--- src/rtl/msk_hpc3_feed.sv ---
`default_nettype none
// ============================================================================
// Module  : msk_hpc3_feed
// Brief   : Operand/randomness feeder for the swapped-input HPC3 masked AND
//           gadget, with a seeded xorshift64 PRNG and pipeline-valid tracking.
// Revision: 1.0 - initial release
// ============================================================================
module msk_hpc3_feed #(
  parameter int D             = 2,
  parameter int RND_W         = D * (D - 1),
  parameter int WARMUP_CYCLES = 16
) (
  input  logic             clk,
  input  logic             rst,
  input  logic             seed_valid,
  input  logic [63:0]      seed,
  input  logic             in_valid,
  output logic             in_ready,
  input  logic [D-1:0]     ina_in,
  input  logic [D-1:0]     inb_in,
  output logic [D-1:0]     ina_o,
  output logic [D-1:0]     inb_o,
  output logic [D-1:0]     inb_prev_o,
  output logic [RND_W-1:0] rnd_o,
  output logic             g_in_valid,
  output logic             g_out_valid
);

  localparam int                 c_cnt_w = (WARMUP_CYCLES > 1) ? $clog2(WARMUP_CYCLES) : 1;
  localparam logic [c_cnt_w-1:0] c_last  = c_cnt_w'(WARMUP_CYCLES - 1);

  typedef enum logic [1:0] {
    S_UNSEEDED = 2'd0,
    S_WARMUP   = 2'd1,
    S_RUN      = 2'd2
  } state_t;

  state_t             r_state;
  logic [63:0]        r_x;
  logic [c_cnt_w-1:0] r_cnt;
  logic [D-1:0]       r_ina;
  logic [D-1:0]       r_inb;
  logic [D-1:0]       r_inb_prev;
  logic [RND_W-1:0]   r_rnd;
  logic               r_g_in_valid;
  logic               r_g_out_valid;

  logic [63:0]        w_x_next;
  logic               w_accept;

  function automatic logic [63:0] xorshift64(input logic [63:0] x);
    logic [63:0] t;
    t = x ^ (x << 13);
    t = t ^ (t >> 7);
    t = t ^ (t << 17);
    return t;
  endfunction

  assign w_x_next = xorshift64(r_x);
  assign in_ready = (r_state == S_RUN) && !seed_valid;
  assign w_accept = in_valid && in_ready;

  always_ff @(posedge clk or posedge rst) begin
    if (rst) begin
      r_state       <= S_UNSEEDED;
      r_x           <= 64'd0;
      r_cnt         <= '0;
      r_ina         <= '0;
      r_inb         <= '0;
      r_inb_prev    <= '0;
      r_rnd         <= '0;
      r_g_in_valid  <= 1'b0;
      r_g_out_valid <= 1'b0;
    end else begin
      // Pipeline stages drain regardless of reseeding.
      r_inb_prev    <= r_inb;
      r_g_out_valid <= r_g_in_valid;
      r_g_in_valid  <= 1'b0;

      if (seed_valid) begin
        r_x     <= (seed == 64'd0) ? 64'd1 : seed;
        r_cnt   <= '0;
        r_state <= S_WARMUP;
      end else begin
        case (r_state)
          S_UNSEEDED: ;
          S_WARMUP: begin
            r_x <= w_x_next;
            if (r_cnt == c_last) begin
              r_state <= S_RUN;
            end else begin
              r_cnt <= r_cnt + c_cnt_w'(1);
            end
          end
          S_RUN: begin
            if (w_accept) begin
              r_x          <= w_x_next;
              r_rnd        <= w_x_next[RND_W-1:0];
              r_ina        <= ina_in;
              r_inb        <= inb_in;
              r_g_in_valid <= 1'b1;
            end
          end
          default: r_state <= S_UNSEEDED;
        endcase
      end
    end
  end

  assign ina_o       = r_ina;
  assign inb_o       = r_inb;
  assign inb_prev_o  = r_inb_prev;
  assign rnd_o       = r_rnd;
  assign g_in_valid  = r_g_in_valid;
  assign g_out_valid = r_g_out_valid;

endmodule
`default_nettype wire
--- config.mk ---
export PLATFORM = sky130hd
export DESIGN_NAME = msk_hpc3_feed
export DESIGN_NICKNAME = d
export VERILOG_FILES = /design/src/rtl/msk_hpc3_feed.sv
export SDC_FILE = /design/constraint.sdc
export NUM_CORES = 1
export LEC_CHECK = 0
export CAP_MARGIN = 20
export CORE_MARGIN = 2
export CORE_UTILIZATION = 61
export DETAILED_ROUTE_END_ITERATION = 8
export PLACE_DENSITY_LB_ADDON = 0.3
export SLEW_MARGIN = 20
export SYNTH_ARGS = -nofsm -noshare
export SYNTH_HDL_FRONTEND = slang
export SYNTH_SLANG_ARGS = --single-unit
export TNS_END_PERCENT = 20
--- constraint.sdc ---
create_clock -name clk -period 4.2 [get_ports clk]
set_clock_uncertainty 0.05 [all_clocks]
set_input_delay 0.84 -clock clk [delete_from_list [all_inputs] [get_ports clk]]
set_output_delay 0.84 -clock clk [all_outputs]
set_load 0.03 [all_outputs]
==> key figures, run 1 <==
Worst setup path
  • Critical path endpoint category: register
  • Worst r2r src: r_state[1]$_DFFE_PP0P_
  • CP required: 4.45 ns
  • CP Data Arrival Time: 2.93 ns
  • Register-to-Register Setup Slack: 1.83 ns
  • Max FO, Critical Path: 2
  • Critical path type: input pin to register
  • CP Launch Type: input pin
  • Reg2Reg Depth: 6
  • Reg-to-reg endpoint: r_x[3]$_DFFE_PP0P_

Finish
  • Ant. Diodes: 0
  • Fill cells: 680
  • Layout area overhead: 16.9%
  • Final nets: 676
  • Multi-input logic area: 0.00384 sq mm
  • Share of layout cells above drive strength 1: 0.117
  • Register area: 0.00200 sq mm

STA
  • Setup_tns: 0 ns
  • Final setup fails: 0
  • Slew Limit Headroom: 0.363
  • Achievable Freq: 373 MHz
  • Period utilization: 0.638
  • Worst slew pin tran: 0.946 ns
  • Fin crit period: 2.68 ns
  • Final Hold Viols: 0
  • RSZ-0062 raised after global routing: false
  • Max Transition Viols Final: 0

Min path
  • Worst min-delay path category: register to register
  • Hold endpoint: g_out_valid$_DFF_PP0_
  • WHS Path Cells: 0
  • HP Start: g_in_valid$_DFF_PP0_

Clock tree
  • # H-tree levels: 3
  • Postcts setup bufs: 0
  • Clock tree buffer depth: 2
  • Skew-Pair Late Insertion Delay: 0.37 ns
  • Clk slew on worst S/H paths: 0.08 ns
  • Hold Buf Count CTS: 0
  • Resize count post-CTS: 0
  • Clock sink count: 80
  • CTS root buffer: clkbuf_8
  • TritonCTS clock tree: done
  • CTS buffer count: 9

Die
  • IO Pins: 83
  • Core ar.: 0.00968 sq mm
  • Starting density of the core: 0.624
  • Row count: 36
  • Die height: 104 um
  • Die span in x: 104 um
  • Die area: 0.0107 sq mm

Outcome
  • Status: complete, no violations

Logic synthesis
  • Most area-hungry cell type in the Yosys netlist: dfrtp_1
  • Synth warn: 0
  • EDFF count, synth: 0
  • Ys async rst share: 1.00
  • Post-Syn Nets: 621
  • Top cells by area, synth: dfrtp_1 33%, xnor3_1 13%, xnor2_1 13%, xor2_1 7.5%, mux2_2 7.1%
  • Synth Register Bits: 80
  • Mapped Cells: 548
  • Synth top area share: 0.331
  • Sequential area share after synthesis: 0.331
  • Area of the mapped netlist: 0.00605 sq mm
  • Primary FF master, synth: dfrtp_1
  • Unique masters post-synth: 42
  • Synth Area per Inst: 11.0 sq um

Detailed routing
  • Drt pass-1 iters: 5
  • Routed Antenna Nets: 0
  • Vias/cell: 5.80
  • # DRC: 0
  • Final WL: 14,800 um
  • Routed len/inst: 20.1 um
  • Via count: 4,295
  • Initial DRC count: 265

GRT
  • Antenna violations before repair: 0
  • GR Overflow Total: 0
  • Largest net degree at the start of global routing: 53
  • Vias in the first global route: 4,351
  • Total Routing Usage GR: 0.290
  • First-pass GRT wire length: 23,900 um

Placement
  • Gpl congestion: 0.889
  • Post-DP HPWL: 10,800 um
  • IO buf count: 82

Flow run
  • Maxcap violations: 0
## metrics by stage
stage	instances	setup slack, ns	utilization	area [sq um]	hold slack, ns
floorplan	548	1.26	-	6050	0.473
global placement	725	1.29	0.709	6870	0.308
detailed placement	725	1.16	0.709	6870	0.310
CTS	740	1.52	0.730	7070	0.328
global route	740	1.41	0.730	7070	0.345
finish	740	1.52	0.730	7070	0.324
## registers in the layout, indices dropped and copies added, names as in the netlist
| register | count |
|---|---|
| g_in_valid | 1 |
| g_out_valid | 1 |
| ina_o | 2 |
| inb_o | 2 |
| inb_prev_o | 2 |
| r_cnt | 4 |
| r_state | 2 |
| r_x | 64 |
| rnd_o | 2 |
## cells in the final DEF, fill, tap and decap left out, drive strengths merged, types with 2 or more instances in the layout
cell type,n
dfrtp,80
or3,9
nor4,17
clkdlybuf4s50,81
xnor2,99
nand2,44
xor2,55
nand4,5
mux2,39
xnor3,37
clkbuf,11
a31oi,8
xor3,7
clkinv,4
a21oi,9
nor2b,2
nor2,39
nand3,4
o21ai,30
buf,6
nor3,3
mux2i,6
bufinv,2
## how the worst max path moves through the flow
stage	cells past startpoint	startpoint	to	slack, ns
after global placement	6	in_valid	r_x[5]$_DFFE_PP0P_	1.29
after floorplan	1	rst	g_in_valid$_DFF_PP0_	1.26
after CTS	6	in_valid	r_x[3]$_DFFE_PP0P_	1.52
final	6	seed[52]	r_x[0]$_DFFE_PP0P_	1.52
after global routing	6	in_valid	r_x[5]$_DFFE_PP0P_	1.41
after detailed placement	6	seed[52]	r_x[0]$_DFFE_PP0P_	1.16
## synth_stat cells, types with 4 or more instances
master    count
xor3_1        7
dfrtp_1      80
a31oi_1       8
o21ai_0      28
a21oi_1       9
or3_1         9
clkbuf_1     15
xnor2_2       7
nor2_1       39
nand2_1      44
nand4_1       5
xor2_1       52
buf_2        22
xnor2_1      91
xnor3_1      36
nand3_1       4
nor4_1       17
mux2i_1       6
mux2_2       38
## cell type report
cell class                 instances  share of cell area
clock inverter                     4             0.00991
sequential                        80               0.283
timing repair buffer              87               0.121
inverter                           2             0.00124
tap                              133              0.0235
clock buffer                      11              0.0186
multi-input combinational        423               0.543
## routing by layer
| metal | GRT usage | routed length [um] | up-vias |
|---|---|---|---|
| met5 | 0 | 0 | - |
| met4 | 0.109 | 326 | 0 |
| met3 | 0.0503 | 1080 | 24 |
| met2 | 0.454 | 7000 | 173 |
| met1 | 0.408 | 6440 | 2150 |
| li1 | - | - | 1948 |
## worst max-delay path, stage by stage
cell and delay (ns):
clkdlybuf4s50_1 0.42, nor4_1 0.83, nand4_1 0.22, nor4_1 0.37
nor3_1 0.10, a21oi_1 0.14
## cell families after synthesis
family | Yosys count | share of synthesized area
flops | 80 | 0.331
xor+xnor | 198 | 0.404
mux | 45 | 0.0826
buf+inv | 45 | 0.0358
compound gates | 52 | 0.0478
simple gates | 127 | 0.0964
fa+ha+maj | 1 | 0.00207
Power of run 1 is left out: the tool's default activity adds up to more than one toggle a clock period on the data nets, which glitch-free logic cannot reach.
==> run 2, diff against run 1 <==
--- a/config.mk
+++ b/config.mk
@@ -7,7 +7,7 @@
 export LEC_CHECK = 0
 export CAP_MARGIN = 20
 export CORE_MARGIN = 2
-export CORE_UTILIZATION = 61
+export CORE_UTILIZATION = 51
 export DETAILED_ROUTE_END_ITERATION = 8
 export PLACE_DENSITY_LB_ADDON = 0.3
 export SLEW_MARGIN = 20
==> constraint.sdc (replaced) <==
create_clock -name clk -period 2.4 [get_ports clk]
set_clock_uncertainty 0.05 [all_clocks]
set_input_delay 0.48 -clock clk [delete_from_list [all_inputs] [get_ports clk]]
set_output_delay 0.48 -clock clk [all_outputs]
set_load 0.03 [all_outputs]
==> key figures, run 2 (synthesis results as in run 1) <==
STA
  • Worst slew pin tran: 0.611 ns
  • RSZ-0062 raised after global routing: false
  • Fin crit period: 2.17 ns
  • Max Transition Viols Final: 0
  • Slew Limit Headroom: 0.589
  • Period utilization: 0.903
  • Fin worst setup slack: 0.232 ns
  • Final Hold Viols: 0
  • Achievable Freq: 461 MHz
  • Final setup fails: 0

Min path
  • Worst min-delay path category: register to register
  • WHS Path Cells: 0

Detailed routing
  • Drt pass-1 iters: 7
  • Vias/cell: 5.66
  • Via count: 4,315
  • Final WL: 15,300 um
  • Routed Antenna Nets: 0
  • Initial DRC count: 333
  • # DRC: 8
  • Routed len/inst: 20.0 um

Clock tree
  • CTS root buffer: clkbuf_16
  • TritonCTS clock tree: done
  • Hold Buf Count CTS: 0
  • Clock sink count: 80
  • Resize count post-CTS: 0
  • # H-tree levels: 3
  • Clk slew on worst S/H paths: 0.06 ns
  • Postcts setup bufs: 0
  • Clock tree buffer depth: 2
  • Skew-Pair Late Insertion Delay: 0.35 ns
  • CTS buffer count: 9

Worst setup path
  • Critical path endpoint category: register
  • Max FO, Critical Path: 2
  • CP Launch Type: input pin
  • CP Data Arrival Time: 2.39 ns
  • Reg2Reg Depth: 5
  • Critical path type: input pin to register
  • CP required: 2.63 ns

GRT
  • Largest net degree at the start of global routing: 81
  • Total Routing Usage GR: 0.252
  • GR Overflow Total: 0
  • Vias in the first global route: 4,472
  • Antenna violations before repair: 0
  • First-pass GRT wire length: 24,200 um

Die
  • Starting density of the core: 0.525
  • Die area: 0.0127 sq mm
  • Die span in x: 113 um
  • Die height: 113 um
  • IO Pins: 83
  • Core ar.: 0.0115 sq mm
  • Row count: 39

Finish
  • Commonest non-fill, non-tap cell in the layout: xnor2_1
  • Largest Register: r_x
  • Top flop regs: r_x: 64 flops, r_cnt: 4 flops
  • Ant. Diodes: 0
  • Layout area overhead: 21.3%
  • Share of layout cells above drive strength 1: 0.132
  • Largest register FFs: 64
  • Most frequent cells in the layout: 91 x xnor2_1, 81 x clkdlybuf4s50_1, 80 x dfrtp_1, 52 x xor2_1, 44 x nand2_1
  • Final nets: 687

Placement
  • IO buf count: 82
  • Gpl congestion: 0.898
  • Post-DP HPWL: 11,000 um
  • Setup WS pre-CTS: -0.0616 ns

Flow run
  • Maxcap violations: 0

Outcome
  • Status: complete, but fails checks
  • Failing checks: design-rule violations
## run 2: worst paths after layout
path | start | end | slack, ns
min reg2reg | g_in_valid$_DFF_PP0_ | g_out_valid$_DFF_PP0_ | 0.33
max reg2reg | r_x[25]$_DFFE_PP0P_ | r_x[48]$_DFFE_PP0P_ | 0.33
max | seed[10] | r_x[0]$_DFFE_PP0P_ | 0.23
max in group asynchronous | rst | r_x[1]$_DFFE_PP0P_ | 1.38
min | g_in_valid$_DFF_PP0_ | g_out_valid$_DFF_PP0_ | 0.33
min in group asynchronous | rst | r_cnt[2]$_DFFE_PP0P_ | 0.53
## run 2: final cells by class
cell class,instances,area (sq um)
Fill cell,894,4180
Multi-Input combinational cell,423,3840
Sequential cell,80,2000
Timing Repair Buffer,98,986
Clock buffer,13,250
Tap cell,143,179
Clock inverter,3,65.1
Inverter,2,11.3
## run 2: stage by stage
| stage | utilization | cell area (sq um) | TNS [ns] | hold slack [ns] | instances |
|---|---|---|---|---|---|
| after global placement | 0.609 | 7020 | 0 | 0.310 | 746 |
| after global routing | 0.637 | 7330 | 0 | 0.339 | 762 |
| after detailed placement | 0.609 | 7020 | -0.0616 | 0.316 | 746 |
| after floorplan | - | 6050 | 0 | 0.473 | 548 |
| after CTS | 0.637 | 7330 | 0 | 0.329 | 762 |
| final | 0.637 | 7330 | 0 | 0.325 | 762 |
## run 2: per-layer routing
metal  up-vias  routed length [um]  global-route usage
met4         0                 355              0.0821
li1       1972                   -                   -
met1      2138                6620               0.346
met3        25                1280              0.0734
met5         -                   0                   0
met2       180                7010               0.388
## run 2: worst max-delay path, stage by stage
cell,delay (ns)
clkdlybuf4s50_1,0.49
nor4_1,0.59
nand4_1,0.26
nor4_1,0.36
nor3_1,0.09
a21oi_1,0.12
Power of run 2 is left out for the same reason.
==> run 3, diff against run 2 <==
--- a/config.mk
+++ b/config.mk
@@ -6,6 +6,7 @@
 export NUM_CORES = 1
 export LEC_CHECK = 0
 export CAP_MARGIN = 20
+export CORE_ASPECT_RATIO = 0.8
 export CORE_MARGIN = 2
 export CORE_UTILIZATION = 51
 export DETAILED_ROUTE_END_ITERATION = 8
==> key figures, run 3 (synthesis results as in run 1) <==
GRT
  • GR Overflow Total: 0
  • Largest net degree at the start of global routing: 81
  • First-pass GRT wire length: 24,900 um
  • Antenna violations before repair: 0
  • Total Routing Usage GR: 0.259
  • Vias in the first global route: 4,444

STA
  • Setup_tns: 0 ns
  • Worst slew pin tran: 0.568 ns
  • Period utilization: 0.911
  • Achievable Freq: 457 MHz
  • Final setup fails: 0
  • Final Hold Viols: 0
  • Fin crit period: 2.19 ns
  • Max Transition Viols Final: 0
  • Slew Limit Headroom: 0.618
  • RSZ-0062 raised after global routing: false

Placement
  • Gpl congestion: 0.866
  • Placed insts: 750
  • Post-DP HPWL: 11,600 um
  • IO buf count: 82

Worst setup path
  • CP Launch Type: register
  • Reg2Reg Depth: 5
  • CP required: 1.87 ns
  • CP Data Arrival Time: 1.66 ns
  • Max FO, Critical Path: 3
  • Critical path type: register to output pin
  • Critical path endpoint category: output pin

Clock tree
  • CTS buffer count: 9
  • Resize count post-CTS: 0
  • CTS root buffer: clkbuf_16
  • Postcts setup bufs: 0
  • Clock tree buffer depth: 2
  • Skew-Pair Late Insertion Delay: 0.34 ns
  • Clock sink count: 80
  • Clk slew on worst S/H paths: 0.06 ns
  • # H-tree levels: 3
  • TritonCTS clock tree: done
  • Hold Buf Count CTS: 0

Finish
  • Top flop regs: r_x: 64 flops, r_cnt: 4 flops
  • Non-Filler Instances: 766
  • Fill cells: 891
  • Most frequent cells in the layout: 91 x xnor2_1, 81 x clkdlybuf4s50_1, 80 x dfrtp_1, 52 x xor2_1, 44 x nand2_1
  • Final nets: 686
  • Commonest non-fill, non-tap cell in the layout: xnor2_1
  • Layout area overhead: 21.3%
  • Ant. Diodes: 0
  • Largest Register: r_x
  • Largest register FFs: 64
  • Share of layout cells above drive strength 1: 0.136

Flow run
  • Maxcap violations: 0

Outcome
  • Status: complete, no violations

Detailed routing
  • # DRC: 0
  • Final WL: 15,800 um
  • Via count: 4,251
  • Initial DRC count: 369
  • Drt pass-1 iters: 5
  • Routed len/inst: 20.6 um
  • Routed Antenna Nets: 0
  • Vias/cell: 5.55

Die
  • Die span in x: 126 um
  • Row count: 35
  • Starting density of the core: 0.525
  • Die area: 0.0127 sq mm
  • IO Pins: 83
  • Core ar.: 0.0115 sq mm
  • Die height: 101 um

Min path
  • WHS Path Cells: 0
  • Worst min-delay path category: register to register
## run 3: cell types whose count changed in the layout (fill, tap and decap cells not counted), sizes merged
| cell | previous run | this run |
|---|---|---|
| clkbuf | 13 | 12 |
| clkinv | 2 | 3 |
| clkinvlp | 1 | 2 |
| bufinv | 2 | 1 |
| buf | 17 | 16 |
## run 3: path summary, 6_finish.rpt
kind | slack (ns) | start | end
max in group asynchronous | 1.40 | rst | r_x[37]$_DFFE_PP0P_
setup reg to reg | 0.37 | r_x[27]$_DFFE_PP0P_ | r_x[33]$_DFFE_PP0P_
hold / removal | 0.33 | g_in_valid$_DFF_PP0_ | g_out_valid$_DFF_PP0_
hold reg to reg | 0.33 | g_in_valid$_DFF_PP0_ | g_out_valid$_DFF_PP0_
setup / recovery | 0.21 | r_state[0]$_DFFE_PP0P_ | in_ready
min in group asynchronous | 0.56 | rst | r_cnt[3]$_DFFE_PP0P_
## run 3: layout make-up
class                           instances  area, sq um  area share
Sequential cell                        80         2000       0.273
Clock buffer                           12          267      0.0363
Clock inverter                          4         51.3     0.00700
Inverter                                2         11.3     0.00154
Multi-Input combinational cell        423         3840       0.523
Timing Repair Buffer                   97          978       0.133
Tap cell                              148          185      0.0253
## run 3: per-stage QoR
stage,cell area [sq um],util,hold WS (ns),setup WS [ns]
finish,7330,0.637,0.329,0.213
global route,7330,0.637,0.350,0.137
CTS,7330,0.637,0.334,0.193
detailed placement,7020,0.609,0.316,0.0298
global placement,7020,0.609,0.310,0.0457
floorplan,6050,-,0.473,0.552
## run 3: critical path, stage by stage (launching register included)
cell and delay, ns:
dfrtp_1 0.38, nand2b_1 0.16, nor2_1 0.10, clkdlybuf4s50_1 0.67
## run 3: per-layer routing
metal  up-vias  track usage  wire length [um]
met2       154        0.420              7390
li1       1969            -                 -
met1      2110        0.359              6990
met5         -            0                 0
met4         0       0.0617               244
met3        18       0.0608              1140
Power of run 3 is left out for the same reason.
